### src/rtl/frame_dump_pkg.sv
// Shared types and constants for the frame_dump_tx UART frame dumper.
// The optional FRAME_HEADER_EN build uses the header byte constants below.
package frame_dump_pkg;

    typedef enum logic [2:0] {
        ST_IDLE,
        ST_HDR,
        ST_FETCH,
        ST_LATCH,
        ST_SEND,
        ST_WAIT,
        ST_FIN
    } state_t;

    localparam logic [7:0] HDR0 = 8'hA5;
    localparam logic [7:0] HDR1 = 8'h5A;

    // Bit index of the stop bit in a 10-bit 8N1 frame (0 = start bit).
    localparam logic [3:0] STOP_IDX = 4'd9;

    function automatic int calc_baud_div(input int clk_freq, input int baud);
        return clk_freq / baud;
    endfunction

endpackage

### src/rtl/frame_dump_tx_uart.sv
// 8N1 byte transmitter: start bit, 8 data bits LSB first, one stop bit,
// each held for exactly BAUD_DIV clock cycles.
module uart_byte_tx
    import frame_dump_pkg::*;
#(
    parameter int BAUD_DIV = 16
) (
    input  logic       sclk,
    input  logic       rst_n,
    input  logic       tx_start,
    input  logic [7:0] tx_data,
    output logic       tx,
    output logic       tx_busy,
    output logic       tx_done
);

    localparam int                CNT_W    = (BAUD_DIV > 1) ? $clog2(BAUD_DIV) : 1;
    localparam logic [CNT_W-1:0] CNT_LAST = CNT_W'(BAUD_DIV - 1);

    logic             busy_q, busy_d;
    logic [CNT_W-1:0] cnt_q, cnt_d;
    logic [3:0]       idx_q, idx_d;
    logic [7:0]       shift_q, shift_d;
    logic             tx_q, tx_d;

    // NOTE: every always_comb output gets a default first so no path can infer a latch.
    always_comb begin
        busy_d  = busy_q;
        cnt_d   = cnt_q;
        idx_d   = idx_q;
        shift_d = shift_q;
        tx_d    = tx_q;
        if (!busy_q) begin
            if (tx_start) begin
                busy_d  = 1'b1;
                cnt_d   = '0;
                idx_d   = '0;
                shift_d = tx_data;
                tx_d    = 1'b0;
            end
        end else if (cnt_q == CNT_LAST) begin
            cnt_d = '0;
            if (idx_q == STOP_IDX) begin
                busy_d = 1'b0;
                tx_d   = 1'b1;
            end else begin
                idx_d = idx_q + 4'd1;
                if (idx_q == STOP_IDX - 4'd1) begin
                    tx_d = 1'b1;
                end else begin
                    tx_d    = shift_q[0];
                    shift_d = {1'b0, shift_q[7:1]};
                end
            end
        end else begin
            cnt_d = cnt_q + CNT_W'(1);
        end
    end

    // NOTE: state registers use non-blocking assignments so all flops update together.
    always_ff @(posedge sclk or negedge rst_n) begin
        if (!rst_n) begin
            busy_q  <= 1'b0;
            cnt_q   <= '0;
            idx_q   <= '0;
            shift_q <= '0;
            tx_q    <= 1'b1;
        end else begin
            busy_q  <= busy_d;
            cnt_q   <= cnt_d;
            idx_q   <= idx_d;
            shift_q <= shift_d;
            tx_q    <= tx_d;
        end
    end

    assign tx      = tx_q;
    assign tx_busy = busy_q;
    assign tx_done = busy_q && (idx_q == STOP_IDX) && (cnt_q == CNT_LAST);

endmodule

### src/rtl/frame_dump_tx.sv
// Dumps PIX_NUM bytes of frame RAM over UART on a start pulse.
// Define FRAME_HEADER_EN to prefix each dump with header bytes 0xA5, 0x5A.
module frame_dump_tx
    import frame_dump_pkg::*;
#(
    parameter int CLK_FREQ = 50_000_000,
    parameter int BAUD     = 9600,
    parameter int PIX_NUM  = 10000,
    parameter int ADDR_W   = 14
) (
    input  logic              sclk,
    input  logic              rst_n,
    input  logic              start,
    output logic              rd_en,
    output logic [ADDR_W-1:0] rd_addr,
    input  logic [7:0]        rd_data,
    output logic              tx,
    output logic              busy,
    output logic              done
);

    localparam int                 BAUD_DIV  = calc_baud_div(CLK_FREQ, BAUD);
    localparam logic [ADDR_W-1:0] LAST_ADDR = ADDR_W'(PIX_NUM - 1);

    state_t              state_q, state_d;
    logic [ADDR_W-1:0]   rd_addr_q, rd_addr_d;
    logic                rd_en_q, rd_en_d;
    logic                tx_start_q, tx_start_d;
    logic [7:0]          byte_q, byte_d;
    logic                busy_q, busy_d;
    logic                done_q, done_d;
    logic                tx_busy, tx_done;
`ifdef FRAME_HEADER_EN
    logic                hdr_idx_q, hdr_idx_d;
`endif

    always_comb begin
        state_d    = state_q;
        rd_addr_d  = rd_addr_q;
        rd_en_d    = 1'b0;
        tx_start_d = 1'b0;
        byte_d     = byte_q;
        busy_d     = busy_q;
        done_d     = 1'b0;
`ifdef FRAME_HEADER_EN
        hdr_idx_d  = hdr_idx_q;
`endif
        case (state_q)
            ST_IDLE: begin
                if (start && !tx_busy) begin
                    rd_addr_d = '0;
                    busy_d    = 1'b1;
`ifdef FRAME_HEADER_EN
                    state_d    = ST_HDR;
                    hdr_idx_d  = 1'b0;
                    byte_d     = HDR0;
                    tx_start_d = 1'b1;
`else
                    state_d = ST_FETCH;
                    rd_en_d = 1'b1;
`endif
                end
            end
`ifdef FRAME_HEADER_EN
            // Second header byte launches one idle cycle after the first one's stop bit.
            ST_HDR: begin
                if (tx_done) begin
                    if (!hdr_idx_q) begin
                        hdr_idx_d  = 1'b1;
                        byte_d     = HDR1;
                        tx_start_d = 1'b1;
                    end else begin
                        state_d = ST_FETCH;
                        rd_en_d = 1'b1;
                    end
                end
            end
`endif
            ST_FETCH: state_d = ST_LATCH;
            ST_LATCH: begin
                byte_d     = rd_data;
                tx_start_d = 1'b1;
                state_d    = ST_SEND;
            end
            ST_SEND:  state_d = ST_WAIT;
            ST_WAIT: begin
                if (tx_done) begin
                    if (rd_addr_q == LAST_ADDR) begin
                        state_d = ST_FIN;
                        done_d  = 1'b1;
                        busy_d  = 1'b0;
                    end else begin
                        rd_addr_d = rd_addr_q + ADDR_W'(1);
                        rd_en_d   = 1'b1;
                        state_d   = ST_FETCH;
                    end
                end
            end
            ST_FIN:   state_d = ST_IDLE;
            default:  state_d = ST_IDLE;
        endcase
    end

    always_ff @(posedge sclk or negedge rst_n) begin
        if (!rst_n) begin
            state_q    <= ST_IDLE;
            rd_addr_q  <= '0;
            rd_en_q    <= 1'b0;
            tx_start_q <= 1'b0;
            byte_q     <= '0;
            busy_q     <= 1'b0;
            done_q     <= 1'b0;
`ifdef FRAME_HEADER_EN
            hdr_idx_q  <= 1'b0;
`endif
        end else begin
            state_q    <= state_d;
            rd_addr_q  <= rd_addr_d;
            rd_en_q    <= rd_en_d;
            tx_start_q <= tx_start_d;
            byte_q     <= byte_d;
            busy_q     <= busy_d;
            done_q     <= done_d;
`ifdef FRAME_HEADER_EN
            hdr_idx_q  <= hdr_idx_d;
`endif
        end
    end

    uart_byte_tx #(
        .BAUD_DIV (BAUD_DIV)
    ) u_uart (
        .sclk     (sclk),
        .rst_n    (rst_n),
        .tx_start (tx_start_q),
        .tx_data  (byte_q),
        .tx       (tx),
        .tx_busy  (tx_busy),
        .tx_done  (tx_done)
    );

    assign rd_en   = rd_en_q;
    assign rd_addr = rd_addr_q;
    assign busy    = busy_q;
    assign done    = done_q;

endmodule

### config.mk
export PLATFORM = sky130hd
export DESIGN_NAME = frame_dump_tx
export DESIGN_NICKNAME = d
export VERILOG_FILES = /design/src/rtl/frame_dump_pkg.sv /design/src/rtl/frame_dump_tx_uart.sv /design/src/rtl/frame_dump_tx.sv
export SDC_FILE = /design/constraint.sdc
export NUM_CORES = 1
export LEC_CHECK = 0
export CAP_MARGIN = 20
export CORE_MARGIN = 3
export CORE_UTILIZATION = 56
export CTS_BUF_LIST = sky130_fd_sc_hd__clkbuf_4 sky130_fd_sc_hd__clkbuf_8 sky130_fd_sc_hd__clkbuf_16
export DETAILED_ROUTE_END_ITERATION = 7
export PLACE_DENSITY = 0.88
export SKIP_LAST_GASP = 1
export SYNTH_ARGS = -nofsm -noshare
export SYNTH_HDL_FRONTEND = slang
export SYNTH_SLANG_ARGS = --single-unit
### constraint.sdc
create_clock -name sclk -period 2.5 [get_ports sclk]
set_input_delay 0.5 -clock sclk [delete_from_list [all_inputs] [get_ports sclk]]
set_output_delay 0.5 -clock sclk [all_outputs]
set_load 0.02 [all_outputs]
-- After elaboration in Yosys (flattened, before gate mapping)
Index checks and enable logic that the tools add are counted.
- output and inout port bits: 18
- input port bits: 11
- logic and storage cells: 84
- bits in registers: 56
- reductions and logical operators: 13
- mux-type cells: 41
- add/sub/neg operators: 3
- eq/ne operators: 15
- operators with widths (cell ; number):
    2-to-1 mux 14 bit ; 3
    2-to-1 mux 8 bit ; 5
    2-to-1 mux 13 bit ; 3
    case mux 14 bit (2 select lines) ; 1
    2-to-1 mux 1 bit ; 19
    2-to-1 mux 4 bit ; 4
    case mux 3 bit (5 select lines) ; 1
    adder 14 x 1 -> 14 bit (second input constant) ; 1
    equality test 14 bit (second input constant) ; 1
    != test 2 bit (second input constant) ; 7
    adder 13 x 1 -> 13 bit (second input constant) ; 1
    equality test 13 bit (second input constant) ; 1
    AND reduction 4 bit ; 3
    2-to-1 mux 3 bit ; 3
    equality test 4 bit (second input constant) ; 2
    equality test 3 x 2 -> 1 bit (second input constant) ; 2
    equality test 3 bit (second input constant) ; 2
    adder 4 x 1 -> 4 bit (second input constant) ; 1
    case mux 1 bit (2 select lines) ; 2
    AND reduction 2 bit ; 2
    nonzero test 2 bit ; 2
    logical AND 1 bit ; 3
    logical NOT 3 bit ; 1
    AND reduction 3 bit ; 1
    logical NOT 1 bit ; 1

-- Depth between registers and ports, before layout
- depth after elaboration: 5
- gate-level depth with buffers: 8
- depth with buffers taken out: 8

-- Cells and area by module
A second synthesis with hierarchy kept.
- cell total of the unflattened synthesis: 297
- area, all modules: 2876.5 um^2
- modules (own cells, without submodules) (module ; area each (um^2) ; times used ; seq. area each (um^2) ; cells each):
    uart_byte_tx ; 1477.7 ; 1 ; 676.9 ; 150
    frame_dump_tx ; 1398.8 ; 1 ; 725.7 ; 147

-- Worst setup path after synthesis
OpenSTA, ideal clock, no wires.
- path kind: register -> register
- from: register u_uart.cnt_q[9]
- to: register u_uart.idx_q[3]
- path buffers: 1
- setup time: 118 ps
- cell stages (with the launch flop): 7
- period minus slack after synthesis: 2108 ps
- required time: 2382 ps
- data arrival time: 1990 ps
- path slack: 392 ps
- cells stage by stage: dfrtp_1 > or4b_1 > buf_2 > nor3_1 > nand4_1 > xnor2_1 > a21o_1
- longest elaborated chain between the ends: 3
- RTL lines (what ; RTL line ; source):
    from (decl) ; frame_dump_tx_uart.sv:21 ; logic [CNT_W-1:0] cnt_q, cnt_d;
    from (signal assigned) ; frame_dump_tx_uart.sv:70 ; cnt_q <= cnt_d;
    equality test 13 bit ; frame_dump_tx_uart.sv:41 ; end else if (cnt_q == CNT_LAST) begin
    != test 2 bit (no line) ; - ;
    AND reduction 3 bit (no line) ; - ;
    to (signal assigned) ; frame_dump_tx_uart.sv:71 ; idx_q <= idx_d;
    to (decl) ; frame_dump_tx_uart.sv:22 ; logic [3:0] idx_q, idx_d;
No other way between the ends.
A chain may end at the register's enable or synchronous reset.

-- Worst setup path in the final report
- from: register u_uart.cnt_q[9]
- to: register rd_addr_q[13], in the netlist rd_addr[13]
- longest elaborated chain between the ends: 4
- RTL lines (what ; RTL line ; source):
    equality test 13 bit ; frame_dump_tx_uart.sv:79 ; assign tx_done = busy_q && (idx_q == STOP_IDX) && (cnt_q == CNT_LAST);
    logical AND 1 bit ; frame_dump_tx_uart.sv:79 ;
    != test 2 bit (no line) ; - ;
    AND reduction 4 bit (no line) ; - ;
    to (signal assigned) ; frame_dump_tx.sv:118 ; rd_addr_q <= rd_addr_d;
    to (decl) ; frame_dump_tx.sv:26 ; logic [ADDR_W-1:0] rd_addr_q, rd_addr_d;
No other way between the ends.

==> metrics.yaml <==
synth_cells: 303
p_sw_frac: 0.227
crit_slowest_cell: "or4b_1"
synth_ff_type: "dfrtp_1"
ys_ff_latch: 56
synth_top_area_frac: 0.482
cts_tree: "yes"
synthDistinctLibCells: 55
ff_latch_area_um2: 1400
drtIter0Drc: 244
netlist_area_um2: 2860
layout_common_cells: "dfrtp_1 (55), nand2_1 (44), nor2_1 (27), clkdlybuf4s50_1 (27), o21ai_0 (25)"
max_slew.worst_pin.slew_ns: 0.591
start_util: 0.593
cp_max_fo: 9
worst_ep_arrival_time_ns: 2.55
p_seq_frac: 0.625
required_ns: 2.69
fin_util: 0.689
slew_headroom: 0.606
path_buf_inv: 1
crit_type: "flop to flop"
port_buffers: 28
wl_um: 6090
ys_warn_count: 0
syn_nets: 319
clock-sinks: 56
crit_family: "simple AND/OR/NAND/NOR gates"
slew_violations: 0
skew_ns: 0.00855
clock_latency_ns: 0.31
setup-violations-final: 0
dr.pass1.iters: 5
cts_root_buffer: "clkbuf_8"
min_path_type: "input pin to async pin"
die_w_um: 77.4
cts-buffers-inserted: 5
vias: 2422
layout_commonest_cell: "dfrtp_1"
timing.setup.tns_ns: 0
cts_max_level: 2
drv_cap: 0
antenna_found_initial: 0
cp-start-kind: "flop"
powerDensity_nw_per_um2: 446
timing.fmax_mhz: 424
synthArstFlopShare: 1.00
grt_max_degree: 32
synth_area_leader_cell: "dfrtp_1"
fin_crit_ns: 2.36
fill_cells: 401
grt_usage: 0.211
switchingPower_uw: 336
synth_edf_count: 0
wl_per_cell_um: 15.1
total_power_mw: 1.48
status: "completed"
viasPerCell: 6.00
cts.clk_slew.worst_paths_ns: 0.10
hpwl_um: 4410
crit_path_cell_trace: "or4b_1, nor3_1, nand3b_1, and2_0, inv_2, a31oi_1"
intPower_mw: 1.14
critPathMaxStageDelay_ns: 0.64
num_antenna_cells: 0
pwr-share-clk: 0.339
num_rows: 25
p_leak_nw: 1.47
vdd_drop_max_mv: 0.342
io_pins: 29
core_area_um2: 4820
finalWeightedCongestion: 0.929
grt_pass1_vias: 2261
ctsLongestPathBuffers: 2
dieArea_um2: 5990
yosysSeqAreaShare: 0.491
die_h_um: 77.4
grt_pass1_wl_um: 10300
ant_nets: 0
synthTopCellsByArea: "dfrtp_1 (48%), nand2_1 (5.8%), o21ai_0 (4.4%)"
post-route-period-util: 0.943
route.detailed.drc: 0
multi_input_area_um2: 1340
avgSynthCellArea_um2: 9.43
hold_viol: 0
drive_above_1_share: 0.0920
p_comb_frac: 0.035
area_growth_pct: 16.2
rsz0062_at_grt: "no"
end_kind: "flop"
grt_overflow_total: 0
nets: 352
==> power by group through the flow <==
| stage | Sequential, mW | Clock (mW) | Combinational (mW) |
|---|---|---|---|
| 2_1_floorplan | 0.941 | 0 | 0.0145 |
| 3_3_place_gp | 0.943 | 0 | 0.0518 |
| 3_5_place_dp | 0.944 | 0 | 0.0536 |
| 4_1_cts | 0.926 | 0.516 | 0.0539 |
| 5_1_grt | 0.928 | 0.547 | 0.0606 |
| 6_report | 0.926 | 0.502 | 0.0519 |
==> Yosys cell counts, drive strengths merged, types with 7 or more instances <==
library cell / instances
o21ai: 25
nand4: 9
nand3: 10
inv: 8
clkbuf: 7
nor2: 27
mux2i: 9
nand2: 44
a21oi: 16
a31oi: 10
nor3: 7
dfrtp: 55
==> worst register-to-register path, cell delays in order (launching register included) <==
cell,delay (ns)
dfrtp_1,0.45
or4b_1,0.64
nor3_1,0.28
nand3b_1,0.24
and2_0,0.33
inv_2,0.18
a31oi_1,0.11
==> per-layer routing <==
metal | up-vias | share of wire | GRT usage
met3 | 12 | 0.055 | 0.0313
met4 | 0 | 0.012 | 0.0747
met1 | 1169 | 0.43 | 0.274
met5 | - | 0 | 0
met2 | 84 | 0.50 | 0.358
li1 | 1157 | - | -
==> kinds of logic (layout without fill, tap and decap cells) <==
kind of cell,Yosys count,after routing,synth area share
adder cells (fa/ha/maj),5,5,0.0219
AND/OR/NAND/NOR,128,128,0.226
buffers and inverters,22,56,0.0394
AO/OA/AOI/OAI,79,79,0.178
multiplexers,9,9,0.0315
XOR/XNOR,4,4,0.0123
flip-flops,56,56,0.491
==> through the flow <==
step	std cells	hold WS (ns)	instance area [µm²]	setup WS [ns]
floorplan	303	0.204	2860	0.392
global placement	396	0.461	3230	0.295
detailed placement	396	0.473	3230	0.190
CTS	404	0.196	3320	0.176
global route	404	0.216	3320	0.00372
finish	404	0.180	3320	0.143
==> path summary, 6_finish.rpt <==
kind / start / to / slack, ns / cells past startpoint
setup / recovery: u_uart.cnt_q[9] / rd_addr[13] / 0.14 / 6
hold / removal: rst_n / rd_addr[10] / 0.18 / 1
setup reg to reg: u_uart.cnt_q[9] / rd_addr[13] / 0.14 / 6
hold reg to reg: byte_q[3] / byte_q[3] / 0.49 / 2
max in group asynchronous: rst_n / u_uart.tx / 1.68 / 2
min in group sclk: byte_q[3] / byte_q[3] / 0.49 / 2
==> state kept, by name, summed over array words and instances, names as in the netlist <==
register,cells
busy,1
byte_q,8
done,1
rd_addr,14
rd_en,1
state_q,3
tx_start_q,1
u_uart.cnt_q,13
u_uart.idx_q,4
u_uart.shift_q,8
u_uart.tx,1
u_uart.tx_busy,1
==> cell type report <==
type | instances | area share
sequential | 56 | 0.423
inverter | 10 | 0.0113
timing repair buffer | 38 | 0.109
tap | 67 | 0.0253
clock buffer | 5 | 0.0207
clock inverter | 3 | 0.00678
multi-input combinational | 225 | 0.404
==> what timing repair did <==
item / in CTS / in global routing
hold buffers: 0 / 0
endpoints found under the setup margin: 0 / 4
buffers inserted: 0 / 0
gates resized for setup: 0 / 1
Note: power is estimated with default switching activity, not from simulation.
==> RTL edit 1, RTL diff (same flow settings) <==
Take the reset off `rd_addr_q` and `byte_q` and load them in a clocked block of their own.
--- a/src/rtl/frame_dump_tx.sv
+++ b/src/rtl/frame_dump_tx.sv
@@ -105,8 +105,6 @@
         if (!rst_n) begin
             state_q    <= ST_IDLE;
-            rd_addr_q  <= '0;
             rd_en_q    <= 1'b0;
             tx_start_q <= 1'b0;
-            byte_q     <= '0;
             busy_q     <= 1'b0;
             done_q     <= 1'b0;
@@ -116,8 +114,6 @@
         end else begin
             state_q    <= state_d;
-            rd_addr_q  <= rd_addr_d;
             rd_en_q    <= rd_en_d;
             tx_start_q <= tx_start_d;
-            byte_q     <= byte_d;
             busy_q     <= busy_d;
             done_q     <= done_d;
@@ -126,4 +122,9 @@
 `endif
         end
+    end
+
+    always_ff @(posedge sclk) begin
+        rd_addr_q <= rd_addr_d;
+        byte_q    <= byte_d;
     end
 
Function: same outputs for any inputs over 10 cycles, from zero or initial values and one cycle with rst_n low; that may be too few to reach the edited logic, so the function may still have changed.
==> RTL edit 1 against the unedited design <==
Clock skew rose by 0.0033 ns; wire length fell by 1.3%; count of clock-buffer cells in the layout rose by 2; non-clock buffer count fell by 4; design area fell by 0.64%; clock power fell by 3%; synthesized area fell by 0.13%; via count fell by 5.6%; critical path depth fell by 2; setup slack improved by 0.24 ns; fmax rose by 11%; total power rose by 0.24%; sequential cell count did not move; worst hold slack improved by 0.31 ns; critical path type unchanged; critical endpoint is now busy; highest routed layer unchanged.
==> RTL edit 1: results <==
{
  "grt_pass1_wl_um": 10300,
  "synthesis.nets": 291,
  "gp_congestion": 0.853,
  "io_buffer_count": 28,
  "r2r_cells": 4,
  "drtIter0Drc": 145,
  "antenna_cells": 0,
  "ys_top_cells_by_count": "33 x dfrtp_1, 32 x nor2_1, 23 x nand2_1, 22 x edfxtp_1, 21 x nor3_1",
  "fill_cells": 387,
  "synth-edff-count": 22,
  "first_pass_iters": 4,
  "critPathMaxFanout": 14,
  "cts_buffers": 5,
  "wl_per_cell_um": 16.1,
  "worstMarginPinSlew_ns": 0.738,
  "synth.area.top_cells": "dfrtp_1 29%, edfxtp_1 23%, xnor2_1 4.9%",
  "syn_avg_cell_area_um2": 10.4,
  "drive_gt1_share_pct": 8.17,
  "swShare_pct": 19.5,
  "min_path_type": "register to register",
  "clockBufferDepth": 2,
  "worstSkewPairLatency_ns": 0.31,
  "p_leak_nw": 1.24,
  "slowest_delay_ns": 0.59,
  "arrival_ns": 2.31,
  "ys_seq_area_share_pct": 53.0,
  "track_usage_pct": 21.5,
  "root_buffer": "clkbuf_8",
  "clk_pin_slew_ns": 0.09,
  "htreeDepth": 2,
  "status": "complete, no violations",
  "cts_resized": 0,
  "ir_worst_vdd_v": 0.000394,
  "routed_via_density": 6.13,
  "skew_ns": 0.0118,
  "yosysWarnings": 0,
  "final_nets": 321,
  "grt_start_max_net_pins": 35,
  "crit_slowest_cell": "or4b_4",
  "async_reset_ff_share_pct": 60.7,
  "dp_slack_ns": 0.394,
  "grt_antenna_before_repair": 0,
  "largest_reg_flops": 14,
  "holdPathStages": 2,
  "post_cts_buffers": 0,
  "ys_types": 47,
  "dp_hpwl_um": 4220
}
-- RTL edit 1: cell types whose count changed after synthesis, moves of 13 or more --
cell / unedited run / this run
dfrtp_1: 55 / 33
edfxtp_1: 0 / 22
nand2_1: 44 / 23
nor3_1: 6 / 21
o21ai_0: 25 / 8
xnor2_1: 3 / 16
-- RTL edit 1: stage by stage --
| stage | area, µm² | total power, mW | cells | util [%] |
|---|---|---|---|---|
| floorplan | 2860 | 0.986 | 275 | - |
| global placement | 3210 | 1.01 | 365 | 66.6 |
| detailed placement | 3210 | 1.02 | 365 | 66.6 |
| CTS | 3300 | 1.50 | 373 | 68.5 |
| global route | 3300 | 1.55 | 373 | 68.5 |
| finish | 3300 | 1.48 | 373 | 68.5 |
-- RTL edit 1: cell type report --
type	count	share of cell area, %
multi-input combinational	198	37.9
timing repair buffer	34	9.86
clock inverter	1	0.152
clock buffer	7	2.54
inverter	10	1.14
tap	67	2.54
sequential	56	45.9
-- RTL edit 1: final timing paths --
path	startpoint	endpoint	slack, ns
hold / removal	byte_q[7]	u_uart.shift_q[7]	0.49
setup / recovery	u_uart.cnt_q[5]	busy	0.39
max in group asynchronous	rst_n	u_uart.tx	1.56
setup reg to reg	u_uart.cnt_q[5]	busy	0.39
min in group asynchronous	rst_n	u_uart.cnt_q[2]	0.60
hold reg to reg	byte_q[7]	u_uart.shift_q[7]	0.49
-- RTL edit 1: power groups by stage --
stage          registers (mW)  logic (mW)  clock network, mW
6_report                0.961      0.0349              0.487
4_1_cts                 0.961      0.0362              0.505
3_5_place_dp            0.981      0.0360                  0
5_1_grt                 0.962      0.0396              0.545
2_1_floorplan           0.980     0.00637                  0
3_3_place_gp            0.980      0.0349                  0
-- RTL edit 1: per-layer routing --
metal,routed length (µm),track usage [%],up-vias
met5,0,0,-
met4,70,7.83,0
met3,369,4.52,5
met2,3110,37.9,76
met1,2470,25.9,1125
li1,-,-,1080
-- RTL edit 1: kinds of logic (layout without fill, tap and decap cells) --
kind of cell,count (synthesis),count (layout),share of synthesized area (%)
DFF,56,56,53.0
xor gates and xnor gates,21,21,6.45
buffers and inverters,21,52,3.29
AOI/OAI and AO/OA,45,45,11.2
adders and majority gates,5,5,2.19
and+or+nand+nor,127,127,23.9
-- RTL edit 1: worst max-delay path, delay by kind of cell (launching register included) --
family | cells | cell delay [ns]
DFF | 1 | 0.44
and+or+nand+nor | 3 | 1.19
AOI/OAI and AO/OA | 1 | 0.38
==> RTL edit 2, RTL diff (same settings) <==
Made on the original files. The option `FRAME_HEADER_EN` is turned on by a define.
--- a/src/rtl/frame_dump_tx.sv
+++ b/src/rtl/frame_dump_tx.sv
@@ -1,4 +1,6 @@
 // Dumps PIX_NUM bytes of frame RAM over UART on a start pulse.
 // Define FRAME_HEADER_EN to prefix each dump with header bytes 0xA5, 0x5A.
+`define FRAME_HEADER_EN
+
 module frame_dump_tx
     import frame_dump_pkg::*;
Check against the original RTL: not equivalent (Yosys sat finds a counterexample within 4 cycles, from zero or initial values and one cycle with rst_n low).
==> RTL edit 2 against the unedited design <==
Wire length up 14%; design area up 11%; combinational power up 75%; sequential share of layout area down 3.4 points; sequential cell count up 1; synthesized area up 6.4%; setup slack better by 0.055 ns; sequential power up 3.1%; core utilization up 2.1 points; total power up 36%; cell count up 5.7%.
==> RTL edit 2: results <==
{
  "wl_per_cell_um": 16.3,
  "register_area_um2": 1430,
  "clk_pin_slew_ns": 0.06,
  "endpoint": "rd_addr[7]",
  "async_reset_ff_share_pct": 100,
  "io_buffer_count": 28,
  "drtIter0Drc": 196,
  "ir_worst_vdd_v": 0.000465,
  "route.vias.total": 2624,
  "final_nets": 368,
  "grt_pass1_wl_um": 11900,
  "r2r_slack_ns": 0.20,
  "setup_tns_ns": 0,
  "fin_cells": 427,
  "antenna_cells": 0,
  "reg2reg_to": "rd_addr[7]",
  "largest_reg_flops": 14,
  "first_pass_iters": 4,
  "cts_buffers": 9,
  "ys_seq_area_share_pct": 47.0,
  "cp-startpoint": "u_uart.cnt_q[7]",
  "dp_cells": 411,
  "p_leak_nw": 1.65,
  "fill_cells": 382,
  "synthesis.nets": 334,
  "ys_top_cells_by_count": "56 x dfrtp_1, 28 x nand2_1, 24 x o21ai_0, 19 x nand3_1",
  "skew_ns": 0.00647,
  "grt_start_max_net_pins": 43,
  "critPathMaxFanout": 6,
  "ys_types": 53,
  "drive_gt1_share_pct": 11.8,
  "post_cts_buffers": 0,
  "track_usage_pct": 24.2,
  "grt_pass1_vias": 2483,
  "switching_power_uw": 418,
  "htreeDepth": 3,
  "syn_inst": 318,
  "arrival_ns": 2.52,
  "yosysWarnings": 0,
  "worstSkewPairLatency_ns": 0.34,
  "r2r_cells": 5,
  "synth.area.top_cells": "dfrtp_1 46%, mux2i_1 4.0%, o21ai_0 4.0%",
  "grt_antenna_before_repair": 0,
  "dp_hpwl_um": 4700,
  "placedInstanceArea_um2": 3440,
  "gp_congestion": 0.874,
  "clockBufferDepth": 2,
  "worstMarginPinSlew_ns": 0.708,
  "status": "complete, no violations"
}
==> RTL edit 2: cell types whose count changed after synthesis, moves of 4 or more <==
cell / delta
nor2_1: -17
nand2_1: -16
clkbuf_1: +10
nor2b_1: +10
nand3_1: +9
a211oi_1: +8
a31oi_1: -7
o31ai_1: +5
a221o_1: +4
o211ai_1: +4
o21ai_1: +4
o221a_2: +4
==> RTL edit 2: cells by family (layout without fill, tap and decap cells) <==
group,after synthesis,in the layout,share of synthesized area [%]
simple gates,121,121,22.2
compound gates,91,91,20.1
flops,57,57,47.0
buf+inv,28,67,3.50
mux,12,12,3.95
fa+ha+maj,5,5,2.06
xor+xnor,4,4,1.15
==> RTL edit 2: per-stage QoR <==
step           hold slack, ns  worst slack (ns)
6_report                0.188             0.198
5_1_grt                 0.240            0.0633
4_1_cts                 0.208             0.209
3_5_place_dp            0.460             0.212
3_3_place_gp            0.454             0.251
2_1_floorplan           0.204             0.205
==> RTL edit 2: worst max-delay path: stages, from the launching register on <==
cell and delay, ns:
dfrtp_1 0.43, or4b_1 0.56, or4_4 0.47, or4_1 0.56, nand2_1 0.08, mux2i_1 0.08
==> RTL edit 2: area by class of cell <==
class / count / share of cell area (%)
multi-input cells: 233 / 41.0
flip-flops and latches: 57 / 38.9
repair buffers: 41 / 10.5
clock buffers: 15 / 5.45
well taps: 70 / 2.39
inverters: 10 / 1.02
clock inverters: 1 / 0.818
==> RTL edit 2: power groups by stage <==
stage          Sequential, mW  Clock, mW  Combinational [mW]
6_report                0.955      0.961              0.0906
5_1_grt                 0.957       1.01               0.100
4_1_cts                 0.954      0.970              0.0926
3_5_place_dp            0.970          0              0.0919
3_3_place_gp            0.971          0              0.0903
2_1_floorplan           0.976          0              0.0228
==> RTL edit 2: layer usage <==
| metal | global-route usage (%) | wire length [µm] | vias up |
|---|---|---|---|
| met3 | 5.64 | 304 | 13 |
| met1 | 31.4 | 3120 | 1283 |
| met5 | 0 | 0 | - |
| met4 | 10.1 | 98 | 0 |
| li1 | - | - | 1257 |
| met2 | 38.9 | 3440 | 71 |
==> RTL edit 2: worst min-delay path by stage <==
stage               from               to  slack (ns)  depth (start not counted)
2_1_floorplan      rst_n             busy        0.20                          0
3_3_place_gp   u_uart.tx        u_uart.tx        0.45                          2
3_5_place_dp   u_uart.tx        u_uart.tx        0.46                          2
4_1_cts            rst_n  u_uart.cnt_q[2]        0.21                          1
5_1_grt            rst_n  u_uart.cnt_q[2]        0.24                          1
6_report           rst_n  u_uart.cnt_q[2]        0.19                          1
